[config.mk]
export PLATFORM = sky130hd
export DESIGN_NAME = systolic_skew_feeder_flat
export DESIGN_NICKNAME = d
export VERILOG_FILES = /design/src/rtl/systolic_skew_feeder_if.sv /design/src/rtl/systolic_skew_feeder.sv /design/src/flat_wrapper.sv
export SDC_FILE = /design/constraint.sdc
export NUM_CORES = 1
export LEC_CHECK = 0
export CORE_MARGIN = 1.5
export CORE_UTILIZATION = 55
export DETAILED_ROUTE_END_ITERATION = 6
export GPL_TIMING_DRIVEN = 0
export PLACE_DENSITY = 0.74
export SYNTH_ARGS = -nofsm -noshare
export SYNTH_HDL_FRONTEND = slang
export SYNTH_SLANG_ARGS = --single-unit
[constraint.sdc]
create_clock -name clk -period 8.6 [get_ports clk]
set_input_delay 1.29 -clock clk [delete_from_list [all_inputs] [get_ports clk]]
set_output_delay 1.29 -clock clk [all_outputs]
set_load 0.01 [all_outputs]
[src/rtl/systolic_skew_feeder_if.sv]
// Operand load port for the systolic skew feeder: valid/ready write into the A/B banks.
// The master drives a write request and the slave answers with ld_ready.
interface systolic_skew_feeder_if #(
  parameter int N          = 4,
  parameter int DATA_WIDTH = 16
);
  localparam int AW = $clog2(N*N);

  logic                         ld_valid;
  logic                         ld_ready;
  logic                         ld_sel;
  logic [AW-1:0]                ld_addr;
  logic signed [DATA_WIDTH-1:0] ld_data;

  modport master (output ld_valid, ld_sel, ld_addr, ld_data, input ld_ready);
  modport slave  (input ld_valid, ld_sel, ld_addr, ld_data, output ld_ready);
endinterface

[src/rtl/systolic_skew_feeder.sv]
// Stages an NxN A/B tile pair and injects it into an output-stationary systolic array
// with diagonal skew, clearing the array first and flagging done once the wavefront drains.
module systolic_skew_feeder #(
  parameter int N          = 4,
  parameter int DATA_WIDTH = 16
) (
  input  logic                      clk,
  input  logic                      rst,
  systolic_skew_feeder_if.slave     ld,
  input  logic                      start,
  output logic [N*DATA_WIDTH-1:0]   a_out,
  output logic [N*DATA_WIDTH-1:0]   b_out,
  output logic                      arr_rst_n,
  output logic                      busy,
  output logic                      done
);
  localparam int AW = $clog2(N*N);
  localparam int CW = $clog2(2*N);

  localparam logic [2:0] S_IDLE  = 3'd0;
  localparam logic [2:0] S_CLEAR = 3'd1;
  localparam logic [2:0] S_FEED  = 3'd2;
  localparam logic [2:0] S_FLUSH = 3'd3;
  localparam logic [2:0] S_DONE  = 3'd4;

  logic [2:0]                   state, state_nxt;
  logic [CW-1:0]                cnt, cnt_nxt;
  logic signed [DATA_WIDTH-1:0] bank_a [N*N];
  logic signed [DATA_WIDTH-1:0] bank_b [N*N];
  logic [N*DATA_WIDTH-1:0]      a_nxt, b_nxt;
  logic                         ld_fire;
  logic                         ld_in_range;
  int                           feed_t;

  assign ld.ld_ready   = (state == S_IDLE) && !rst;
  assign ld_fire       = ld.ld_valid && ld.ld_ready;
  assign ld_in_range   = {1'b0, ld.ld_addr} < (AW+1)'(N*N);
  assign feed_t        = int'(cnt_nxt);

  // cnt is the feed index t in FEED and the drain count in FLUSH
  always_comb begin
    state_nxt = state;
    cnt_nxt   = cnt;
    case (state)
      S_IDLE: begin
        if (start) begin
          state_nxt = S_CLEAR;
          cnt_nxt   = '0;
        end
      end
      S_CLEAR: begin
        state_nxt = S_FEED;
        cnt_nxt   = '0;
      end
      S_FEED: begin
        if (cnt == CW'(2*N-2)) begin
          state_nxt = S_FLUSH;
          cnt_nxt   = '0;
        end else begin
          cnt_nxt = cnt + CW'(1);
        end
      end
      S_FLUSH: begin
        if (cnt == CW'(N-2)) begin
          state_nxt = S_DONE;
          cnt_nxt   = '0;
        end else begin
          cnt_nxt = cnt + CW'(1);
        end
      end
      S_DONE: begin
        state_nxt = S_IDLE;
        cnt_nxt   = '0;
      end
      default: begin
        state_nxt = S_IDLE;
        cnt_nxt   = '0;
      end
    endcase
  end

  // Operands for the upcoming cycle; row i / column j lag the feed index by i / j
  always_comb begin
    a_nxt = '0;
    b_nxt = '0;
    if (state_nxt == S_FEED) begin
      for (int i = 0; i < N; i++) begin
        if (feed_t >= i && feed_t - i < N) begin
          a_nxt[i*DATA_WIDTH +: DATA_WIDTH] = bank_a[AW'(i*N + feed_t - i)];
          b_nxt[i*DATA_WIDTH +: DATA_WIDTH] = bank_b[AW'((feed_t - i)*N + i)];
        end
      end
    end
  end

  always_ff @(posedge clk) begin
    if (rst) begin
      state     <= S_IDLE;
      cnt       <= '0;
      a_out     <= '0;
      b_out     <= '0;
      arr_rst_n <= 1'b0;
      busy      <= 1'b0;
      done      <= 1'b0;
      for (int n = 0; n < N*N; n++) begin
        bank_a[n] <= '0;
        bank_b[n] <= '0;
      end
    end else begin
      state     <= state_nxt;
      cnt       <= cnt_nxt;
      a_out     <= a_nxt;
      b_out     <= b_nxt;
      arr_rst_n <= (state_nxt != S_CLEAR);
      busy      <= (state_nxt != S_IDLE);
      done      <= (state_nxt == S_DONE);
      if (ld_fire && ld_in_range) begin
        if (ld.ld_sel)
          bank_b[ld.ld_addr] <= ld.ld_data;
        else
          bank_a[ld.ld_addr] <= ld.ld_data;
      end
    end
  end
endmodule

[src/flat_wrapper.sv]
// flat-port wrapper written by rule: the top's interface ports become plain ports
module systolic_skew_feeder_flat 
#(
  parameter int N          = 4,
  parameter int DATA_WIDTH = 16
)
  (clk, rst, start, a_out, b_out, arr_rst_n, busy, done, ld_ld_valid, ld_ld_sel, ld_ld_addr, ld_ld_data, ld_ld_ready);
  systolic_skew_feeder_if #(.N(N), .DATA_WIDTH(DATA_WIDTH)) ld_i ();
  input  logic clk;
  input  logic rst;
  input  logic start;
  output logic [N*DATA_WIDTH-1:0] a_out;
  output logic [N*DATA_WIDTH-1:0] b_out;
  output logic arr_rst_n;
  output logic busy;
  output logic done;
  input wire logic [$bits(ld_i.ld_valid)-1:0] ld_ld_valid;
  input wire logic [$bits(ld_i.ld_sel)-1:0] ld_ld_sel;
  input wire logic [$bits(ld_i.ld_addr)-1:0] ld_ld_addr;
  input wire logic [$bits(ld_i.ld_data)-1:0] ld_ld_data;
  output wire logic [$bits(ld_i.ld_ready)-1:0] ld_ld_ready;
  assign ld_i.ld_valid = ld_ld_valid;
  assign ld_i.ld_sel = ld_ld_sel;
  assign ld_i.ld_addr = ld_ld_addr;
  assign ld_i.ld_data = ld_ld_data;
  assign ld_ld_ready = ld_i.ld_ready;
  systolic_skew_feeder #(.N(N), .DATA_WIDTH(DATA_WIDTH)) u_core (.clk(clk), .rst(rst), .ld(ld_i), .start(start), .a_out(a_out), .b_out(b_out), .arr_rst_n(arr_rst_n), .busy(busy), .done(done));
endmodule
== After elaboration in Yosys (flattened, before gate mapping) ==
Memories as Yosys holds them, arrays and structs flattened. A register that Yosys moved wholly into a read port is not among the register bits.
Index checks and enable logic that the tools add are counted.
Word-level totals
  bits in writable memories: 512
  latch bits: 0
  output and inout port bits: 132
  logic and storage cells: 80
  register bits: 9
  bits in read-only memories: 0
  bits of input ports: 25
  memories: 2
Operators by class
  $lt $le $gt $ge: 8
  add/subtract/negate cells: 13
  equal/unequal tests: 8
  shift-type cells: 0
  divide/modulo/power cells: 0
  bitwise gates (word level): 5
  reduce and logical (&&, ||, !) cells: 15
  muxes and demuxes: 24
  $mul: 0
Memories
  u_core.bank_a: words 16, width 16, rd ports 4, clocked after Yosys merged registers in 4, write ports 16, line systolic_skew_feeder.sv:28  | logic signed [DATA_WIDTH-1:0] bank_a [N*N];
  u_core.bank_b: words 16, width 16, rd ports 4, clocked after Yosys merged registers in 4, write ports 16, line systolic_skew_feeder.sv:29  | logic signed [DATA_WIDTH-1:0] bank_b [N*N];
Operators with widths (count)
  $mux W16: 2
  $reduce_or A16 Y1: 2
  $mux W3: 6
  $eq A3 B2 Y1 const B: 4
  $lt A4 B4 Y1 const B: 3
  $mux W1: 12
  $pmux W3 S4: 1
  $reduce_or A3 Y1: 4
  $pmux W3 S3: 1
  $add A4 B3 Y4 const A: 2
  $add A4 B3 Y4 const B: 2
  $mux W4: 2
  $sub A3 B2 Y4 const B: 2
  $sub A4 B3 Y4 const B: 2
  $eq A3 B3 Y1 const B: 2
  $ge A3 B1 Y1 const B: 2
  $ge A3 B2 Y1 const B: 2
  $logic_and A1 B1 Y1: 6
  $not A1 Y1: 5
  $add A3 B3 Y4 const A: 1
  $add A4 B2 Y4 const B: 1
  $sub A3 B1 Y4 const B: 1
  $sub A4 B2 Y4 const B: 1
  $add A3 B1 Y3 const B: 1
  other kinds (6): 6

== Logic depth before layout (Yosys ltp) ==
Gate-level depths: netlist (run 1).
  depth in word-level cells: 8
  mapped depth: 18
  gate-level depth less buffers: 14

== Worst setup path before layout (run 1) ==
OpenSTA, ideal clock, no wires.
  path kind: input to register
  from: in start
  to: reg u_core.a_out[18], read port of u_core.bank_a
  library setup time: 0.101 ns
  stages: 16
  data required time: 8.499 ns
  slack: 3.894 ns
  buffers on the path: 6
  data arrival time: 4.605 ns
  cells stage by stage: nor3_2 nand3_1 clkbuf_1 nand2_2 inv_2 buf_2 buf_2 buf_1 ha_1 clkbuf_1 o211ai_1 a2111oi_4 nand2b_4 buf_6 or4_1 o41ai_1
Between the ends
  cells in the longest elaborated chain, start to end: 7
  elaborated cells on any way between the ends: 14
  those cells by class: add/sub (3); order compare (2); eq/ne (1); mux (4); bitwise (2); reduce/logical (2)
RTL lines
  start, declared: line flat_wrapper.sv:11  | input logic start;
  $mux W3: line systolic_skew_feeder.sv:46  | if (start) begin
  $pmux W3 S3: line systolic_skew_feeder.sv:44  | case (state)
  $sub A3 B1 Y4: line systolic_skew_feeder.sv:88  | if (feed_t >= i && feed_t - i < N) begin
  $lt A4 B4 Y1: line systolic_skew_feeder.sv:88
  $logic_and A1 B1 Y1: line systolic_skew_feeder.sv:88
  $not A1 Y1 (no line)
  $reduce_or A3 Y1 (no line)
  end, declared: line systolic_skew_feeder.sv:11  | output logic [N*DATA_WIDTH-1:0] a_out,
Parallel ways exist; a longest one is shown, timed or not.
A chain may end at the register's enable or synchronous reset.

== Final worst setup path (run 1) ==
Ends and elaborated chain as after synthesis.

==> results of run 1 <==
## registers in the layout, indices dropped and copies added (netlist names)
signal and flops:
u_core.a_out 64, u_core.arr_rst_n 1, u_core.b_out 64, u_core.bank_a 256
u_core.bank_b 256, u_core.busy 1, u_core.cnt 3, u_core.done 1
u_core.state 3
## final timing paths
path                        start                to  slack, ns  cells after the start
max                         start  u_core.a_out[18]       0.70                     16
min          u_core.bank_b[2][11]  u_core.b_out[43]       0.60                      3
max reg2reg       u_core.state[1]  u_core.a_out[18]       1.42                     16
min reg2reg  u_core.bank_b[2][11]  u_core.b_out[43]       0.60                      3
## Yosys cell counts (all sizes together), types with 8 or more instances
cell     count  area, µm²
edfxtp     512      15370
dfxtp      137       2743
nor2        78      295.3
buf         60      292.8
a32oi       14      122.6
o2bb2ai      8      70.07
clkbuf     147      553.0
o21ai       13      65.06
o211ai       9      67.56
ha           9      112.6
nand3      165      825.8
o221ai      12      105.1
inv          8      30.03
a221o        8      80.08
a211oi      26      195.2
nand2      436       1639
o2111ai     10      87.58
a21oi       69      345.3
or4          8      60.06
a2bb2oi     12      105.1
and3        92      575.6
a21o        15      112.6
and2       516       3228
o41ai       10      87.58
mux4        32      720.7
a31o         8      70.07
or2         34      212.7
mux2i       74      740.7
## routing by layer
layer	GRT usage [%]	up-vias	routed length, µm
met4	22.58	2	6749
li1	-	9525	-
met3	9.351	377	14160
met5	0	-	13
met1	51.19	11120	38110
met2	56.42	1861	45450
## power by group through the flow
stage / clock network (mW) / logic, mW / registers [mW]
3_3_place_gp: 0 / 0.783 / 3.59
2_1_floorplan: 0 / 0.450 / 3.58
6_report: 3.23 / 0.839 / 3.53
4_1_cts: 3.22 / 0.800 / 3.52
5_1_grt: 3.34 / 0.857 / 3.53
3_5_place_dp: 0 / 0.797 / 3.59
## logic make-up (layout without fill, tap and decap cells)
| group | after synthesis | after routing | share of synthesized area, % |
|---|---|---|---|
| xor+xnor | 3 | 3 | 0.1150 |
| flops | 649 | 649 | 61.68 |
| mux | 107 | 107 | 5.013 |
| compound gates | 234 | 234 | 5.784 |
| buf+inv | 215 | 497 | 2.982 |
| simple gates | 1358 | 1358 | 24.04 |
| other cells | 0 | 3 | 0 |
| fa+ha+maj | 9 | 9 | 0.3834 |
## critical path: stages
cell and delay [ns]:
sky130_fd_sc_hd__clkdlybuf4s50_1 0.62, sky130_fd_sc_hd__nor3_2 0.11, sky130_fd_sc_hd__nand3_1 0.13, sky130_fd_sc_hd__clkbuf_1 0.62, sky130_fd_sc_hd__nand2_2 0.22, sky130_fd_sc_hd__inv_2 0.21, sky130_fd_sc_hd__buf_2 0.30, sky130_fd_sc_hd__buf_2 0.41
sky130_fd_sc_hd__buf_1 0.77, sky130_fd_sc_hd__ha_1 0.29, sky130_fd_sc_hd__clkbuf_1 0.44, sky130_fd_sc_hd__o211ai_1 0.24, sky130_fd_sc_hd__a2111oi_4 1.11, sky130_fd_sc_hd__nand2_1 0.46, sky130_fd_sc_hd__buf_2 0.38, sky130_fd_sc_hd__o41ai_1 0.70
## cells in the final DEF (no fill, tap or decap), drive strengths merged, types with 60 or more instances in the layout
| master | netlist | layout |
|---|---|---|
| edfxtp | 512 | 512 |
| and3 | 92 | 92 |
| nand3 | 165 | 165 |
| mux2i | 74 | 74 |
| clkbuf | 147 | 249 |
| dfxtp | 137 | 137 |
| nand2 | 436 | 436 |
| nor2 | 78 | 78 |
| clkdlybuf4s50 | 0 | 156 |
| a21oi | 69 | 69 |
| and2 | 516 | 516 |
| buf | 60 | 60 |
## area by class of cell
cell class              count  share of cell area, %
plain buffers             207                  2.466
multi-input cells        1711                  30.30
inverters                   8                0.08756
clock inverters            24                 0.8282
flip-flops and latches    649                  52.83
repair buffers            156                  4.553
diodes                      3                0.02189
clock buffers             102                  6.403
well taps                 688                  2.510
==> metrics.log, run 1 <==
INFO  metric htree_num_levels = 3
INFO  metric nature_of_the_critical_path_startpoint = input pin
INFO  metric layout.cell_area.non_filler = between 0.03 and 0.04 mm²
INFO  metric final_critical_path_setup_slack = roughly 0.7 ns
INFO  metric clock_sink_count = between 600 and 700
INFO  metric globalplace.congestion = between 1 and 1.5
INFO  metric fmax = between 100 and 150 MHz
INFO  metric worstHoldPathType = register to register
INFO  metric routed_wirelength = ~100,000 µm
INFO  metric p_leak = between 10 and 15 nW
INFO  metric post_synth_instance_area = about 0.029 mm²
INFO  metric relative_area_change_from_synthesis_to_final_layout = 16.75%
INFO  metric route.detailed.vias_per_inst = ~6.4
INFO  metric power.share.sequential = approximately 46%
INFO  metric drc = 0
INFO  metric synthesis.nets = about 2,600
INFO  metric die-height = around 230 µm
INFO  metric type_of_the_worst_setup_path = input pin to register
INFO  metric crit_path_max_fanout = 13
INFO  metric cts_max_path_buffers = 3
INFO  metric fp.dieW = about 230 µm
INFO  metric maxCapViolCount = 0
INFO  metric final_util = 65.13%
INFO  metric root_buffer = sky130_fd_sc_hd__clkbuf_16
INFO  metric power_report.internal_total = 5.656 mW
INFO  metric place_hpwl = approximately 75,000 µm
INFO  metric synth_seq_area_share = approximately three fifths
INFO  metric port_buffers = ~160
INFO  metric relSlewSlack = 8.322%
INFO  metric antenna_found_initial = 4
INFO  metric power_switching_share = about a quarter
INFO  metric synthDistinctLibCells = 62
INFO  metric cts.repair.resized = 0
INFO  metric rsz0062_at_grt = no
INFO  metric setup-tns-final = 0 ns
INFO  metric multi_input_area = slightly above 0.01 mm²
INFO  metric die_area = approximately 0.055 mm²
INFO  metric grt-ovfl-total = 0
INFO  metric dp_worst_setup_slack = 0.5397 ns
INFO  metric cts.repair_timing.setup_buffer_count = 0
INFO  metric synth-main-ff-cell = sky130_fd_sc_hd__edfxtp_1
INFO  metric setup_viol_count_final = 0
INFO  metric register_area = around 0.018 mm²
INFO  metric fillCellCount = 3,966
INFO  metric first_iter_violations = ~3,400
INFO  metric ys_ff_latch = 649
INFO  metric postSynthCellCount = around 2,600
INFO  metric layout_cell_share_with_drive_strength_beyond_1 = 8.470%
INFO  metric clkPwrFrac = around 43%
INFO  metric post_cts_hold_buffer_count = 0
INFO  metric drt.antenna.violating_nets = 0
INFO  metric synthesis.area_per_instance = ~11 µm²
INFO  metric power_switching = a little under 2 mW
INFO  metric worst_ep_required_time = between 9 and 10 ns
INFO  metric std_cell_rows = 84
INFO  metric finalHoldViolations = 0
INFO  metric synth_edf_count = just over 500
INFO  metric final.setup_skew = ~0.017 ns
INFO  metric cp.arrival = approximately 8.3 ns
INFO  metric cp-end-kind = register
INFO  metric layoutNonFillerInstCount = around 3,500
INFO  metric detail_route.wl_per_cell = just under 30 µm
INFO  metric outcome = finished, final reports clean
INFO  metric irDropWorstVdd = 0.2374 mV
INFO  metric vias = ~23,000
INFO  metric clock_pin_slew_reported_for_the_worst_setup_and_hold_paths_after_clock_tree_synthesis = 0.06 ns
INFO  metric core = approximately 0.053 mm²
INFO  metric yosysWarnings = 0
INFO  metric synthArstFlopShare = 0%
INFO  metric vias_in_the_first_global_route = roughly 22,000
INFO  metric tritoncts = yes
INFO  metric grt_pass1_wl = between 100,000 and 150,000 µm
INFO  metric start_util = between 50% and 60%
INFO  metric firstDrtPassIters = 7
INFO  metric nNetsFinal = ~2,800
INFO  metric fraction_of_the_cycle_the_final_worst_path_needs = 91.85%
INFO  metric finalHoldWorstSlack = a little over 0.6 ns
INFO  metric time_the_final_worst_path_needs_with_i_o_delays_and_setup = slightly below 8 ns
INFO  metric cts_inserted_buffers = 69
INFO  metric io_pins = between 150 and 200
INFO  metric timing_worst_slew_pin_value = approximately 1.4 ns
INFO  metric final_max_slew_viol_count = 0
INFO  metric power.combinational.fraction = between 10% and 20%
INFO  metric maximum_number_of_pins_on_one_net_before_global_route_repair = 17
INFO  metric power = between 7 and 8 mW
INFO  metric power_per_cell_area = 221.6 mW/mm²
INFO  metric worstSkewPairLatency = 0.63 ns
INFO  metric global_route.usage.total = 38.13%
INFO  metric place.detailed.instances = approximately 3,400
INFO  metric placed_cell_areas = 0.03180 mm²
Note: power is estimated with default switching activity, not from simulation.
==> run 2, diff against run 1 <==
Settings changed: DONT_BUFFER_PORTS set to 1, PLACE_DENSITY 0.74 to 0.7.
==> run 2 against run 1 <==
Combinational power decreased by 7.4%. Routed wire length fell by 3.0%. Register-to-register slack hardly changed. Cell area fell by 5.1%. Critical endpoint unchanged. Largest power group unchanged.
==> metrics.log, run 2 (same netlist as run 1, synthesis figures left out) <==
INFO  metric place_hpwl = 73,500 µm (-1.6%)
INFO  metric tritoncts = yes
INFO  metric vias_in_the_first_global_route = 20,540 (-6.1%)
INFO  metric port_buffers = 0 (-100%)
INFO  metric layout.cell_area.non_filler = 0.03255 mm² (-5.1%)
INFO  metric most_common_cell_after_layout_fill_and_taps_aside = sky130_fd_sc_hd__and2_1
INFO  metric worstSkewPairLatency = 0.63 ns (about the same)
INFO  metric core = 0.05266 mm² (unchanged)
INFO  metric drc = 0 (unchanged)
INFO  metric setup-tns-final = 0 ns (unchanged)
INFO  metric placed_cell_areas = 0.03024 mm² (-4.9%)
INFO  metric fraction_of_the_cycle_the_final_worst_path_needs = 83.73% (-8.1 points)
INFO  metric cts_max_path_buffers = 3 (unchanged)
INFO  metric std_cell_rows = 84 (unchanged)
INFO  metric finalHoldWorstSlack = 0.5954 ns (-0.008303 ns)
INFO  metric power_per_cell_area = 225.3 mW/mm² (+1.7%)
INFO  metric timing_worst_slew_pin_value = 1.295 ns (-0.07986 ns)
INFO  metric fp.dieW = 234.1 µm (unchanged)
INFO  metric first_iter_violations = 3,069 (-10%)
INFO  metric p_leak = 12.83 nW (-4.7%)
INFO  metric maximum_number_of_pins_on_one_net_before_global_route_repair = 17 (unchanged)
INFO  metric finalHoldViolations = 0 (unchanged)
INFO  metric maxCapViolCount = 0 (unchanged)
INFO  metric htree_num_levels = 3 (unchanged)
INFO  metric relSlewSlack = 12.98% (+4.7 points)
INFO  metric nNetsFinal = 2,680 (-5.5%)
INFO  metric final_util = 61.82% (-3.3 points)
INFO  metric cp.arrival = 7.64 ns (-0.70 ns)
INFO  metric cts.repair_timing.setup_buffer_count = 0 (unchanged)
INFO  metric path_delay_family = buffers and inverters
INFO  metric cts.repair.resized = 0 (unchanged)
INFO  metric min-delay-start = u_core.bank_b[4][10]
INFO  metric die-height = 234.1 µm (unchanged)
INFO  metric detail_route.wl_per_cell = 29.87 µm (+1.4%)
INFO  metric grt-ovfl-total = 0 (unchanged)
INFO  metric firstDrtPassIters = 6 (-1)
INFO  metric globalplace.congestion = 1.009 (-2.6%)
INFO  metric worst_ep_required_time = 9.04 ns (about the same)
INFO  metric fmax = 138.9 MHz (+9.7%)
INFO  metric r2r-start = u_core.state[1]
INFO  metric rsz0062_at_grt = no
INFO  metric grt_pass1_wl = 141,600 µm (-3.4%)
INFO  metric routed_wirelength = 101,400 µm (-3.0%)
INFO  metric final_cell_mix = sky130_fd_sc_hd__and2_1 (516), sky130_fd_sc_hd__edfxtp_1 (512), sky130_fd_sc_hd__nand2_1 (435)
INFO  metric final_max_slew_viol_count = 0 (unchanged)
INFO  metric root_buffer = sky130_fd_sc_hd__clkbuf_16
INFO  metric worstHoldPathType = register to register
INFO  metric timing.critical_path.slowest_stage_cell = sky130_fd_sc_hd__a2111oi_4
INFO  metric irDropWorstVdd = 0.2031 mV (-14%)
INFO  metric cp-end-kind = register
INFO  metric die_area = 0.05480 mm² (unchanged)
INFO  metric clock_sink_count = 649 (unchanged)
INFO  metric most_frequent_cell_on_the_critical_path = sky130_fd_sc_hd__buf_2
INFO  metric clock_pin_slew_reported_for_the_worst_setup_and_hold_paths_after_clock_tree_synthesis = 0.06 ns (about the same)
INFO  metric drt.antenna.violating_nets = 0 (unchanged)
INFO  metric io_pins = 157 (unchanged)
INFO  metric fillCellCount = 4,262 (+7.5%)
INFO  metric antenna_found_initial = 15 (+11)
INFO  metric time_the_final_worst_path_needs_with_i_o_delays_and_setup = 7.200 ns (-0.6983 ns)
INFO  metric cts_inserted_buffers = 69 (unchanged)
INFO  metric power = 7.335 mW (-3.5%)
INFO  metric setup_viol_count_final = 0 (unchanged)
INFO  metric final.setup_skew = 0.01800 ns (+0.0007487 ns)
INFO  metric relative_area_change_from_synthesis_to_final_layout = 10.82%
INFO  metric layout_cell_share_with_drive_strength_beyond_1 = 8.694% (+0.22 points)
INFO  metric nature_of_the_critical_path_startpoint = input pin
INFO  metric worst_setup_path_startpoint = start
INFO  metric outcome = finished, final reports clean
INFO  metric post_cts_hold_buffer_count = 0 (unchanged)
INFO  metric start_util = 55.79% (unchanged)
INFO  metric cpPeakStageDelay = 1.03 ns (-0.08 ns)
INFO  metric route.detailed.vias_per_inst = 6.410 (-0.60%)
INFO  metric vias = 21,760 (-4.9%)
INFO  metric type_of_the_worst_setup_path = input pin to register
INFO  metric top_regs = u_core.bank_a (256), u_core.bank_b (256)
INFO  metric global_route.usage.total = 37.14% (-0.99 points)
INFO  metric crit_chain = nor3_2 -> nand3_1 -> clkbuf_1 -> nand2_2 -> inv_2 -> buf_2 -> buf_2 -> buf_1 -> ha_1 -> clkbuf_1 -> o211ai_1 -> a2111oi_4 -> nand2_1 -> buf_2 -> o41ai_1
INFO  metric crit_path_max_fanout = 13 (unchanged)
INFO  metric timing.critical_path.buf_inv = 7 (-1)
## run 2: cell count changes in the layout (fill, tap and decap cells not counted)
| cell | previous run | this run |
|---|---|---|
| sky130_fd_sc_hd__bufinv_16 | 5 | 3 |
| sky130_fd_sc_hd__clkbuf_1 | 158 | 165 |
| sky130_fd_sc_hd__clkbuf_16 | 81 | 72 |
| sky130_fd_sc_hd__clkbuf_8 | 9 | 10 |
| sky130_fd_sc_hd__clkdlybuf4s50_1 | 156 | 0 |
| sky130_fd_sc_hd__clkinv_1 | 1 | 3 |
| sky130_fd_sc_hd__clkinv_16 | 0 | 1 |
| sky130_fd_sc_hd__clkinv_2 | 8 | 7 |
| sky130_fd_sc_hd__clkinvlp_4 | 2 | 1 |
| sky130_fd_sc_hd__inv_16 | 0 | 1 |
| sky130_fd_sc_hd__inv_4 | 1 | 3 |
| sky130_fd_sc_hd__inv_6 | 4 | 5 |
## run 2: worst register-to-register path: cells and delay by family (launching register included)
kind                     cells  cell delay [ns]
buffers and inverters        8             3.33
AND/OR/NAND/NOR              4             0.94
adder cells (fa/ha/maj)      1             0.28
flip-flops                   1             0.36
AO/OA/AOI/OAI                3             2.07
## run 2: power by group
group / total (mW) / switching (mW) / internal [mW]
Clock: 3.02 / 1.29 / 1.74
Sequential: 3.53 / 0.0552 / 3.48
Combinational: 0.777 / 0.564 / 0.213
## run 2: final cells by class
type	count	area, µm²	share of cell area (%)
Antenna cell	3	7.507	0.02306
Buffer	207	845.8	2.598
Clock buffer	101	2011	6.177
Clock inverter	27	290.3	0.8917
Inverter	8	30.03	0.09224
Multi-Input combinational cell	1711	10390	31.92
Sequential cell	649	18120	55.65
Tap cell	688	860.8	2.644
## run 2: path summary, 6_finish.rpt
| path | endpoint | slack [ns] | cells after the start |
|---|---|---|---|
| max | u_core.a_out[18] | 1.40 | 15 |
| min | u_core.b_out[10] | 0.60 | 3 |
| max reg2reg | u_core.a_out[18] | 1.43 | 16 |
| min reg2reg | u_core.b_out[10] | 0.60 | 3 |
## run 2: stage by stage
step / cells / setup WS [ns]
2_1_floorplan: 2575 / 3.894
3_3_place_gp: 3263 / 1.327
3_5_place_dp: 3263 / 1.242
4_1_cts: 3391 / 1.895
5_1_grt: 3391 / 1.435
6_report: 3394 / 1.400
## run 2: layer usage
layer / up-vias / wire [µm] / GRT usage, %
li1: 9210 / - / -
met3: 284 / 13050 / 9.326
met5: - / 13 / 0
met2: 1621 / 43430 / 53.69
met1: 10640 / 39660 / 52.04
met4: 2 / 5212 / 18.93
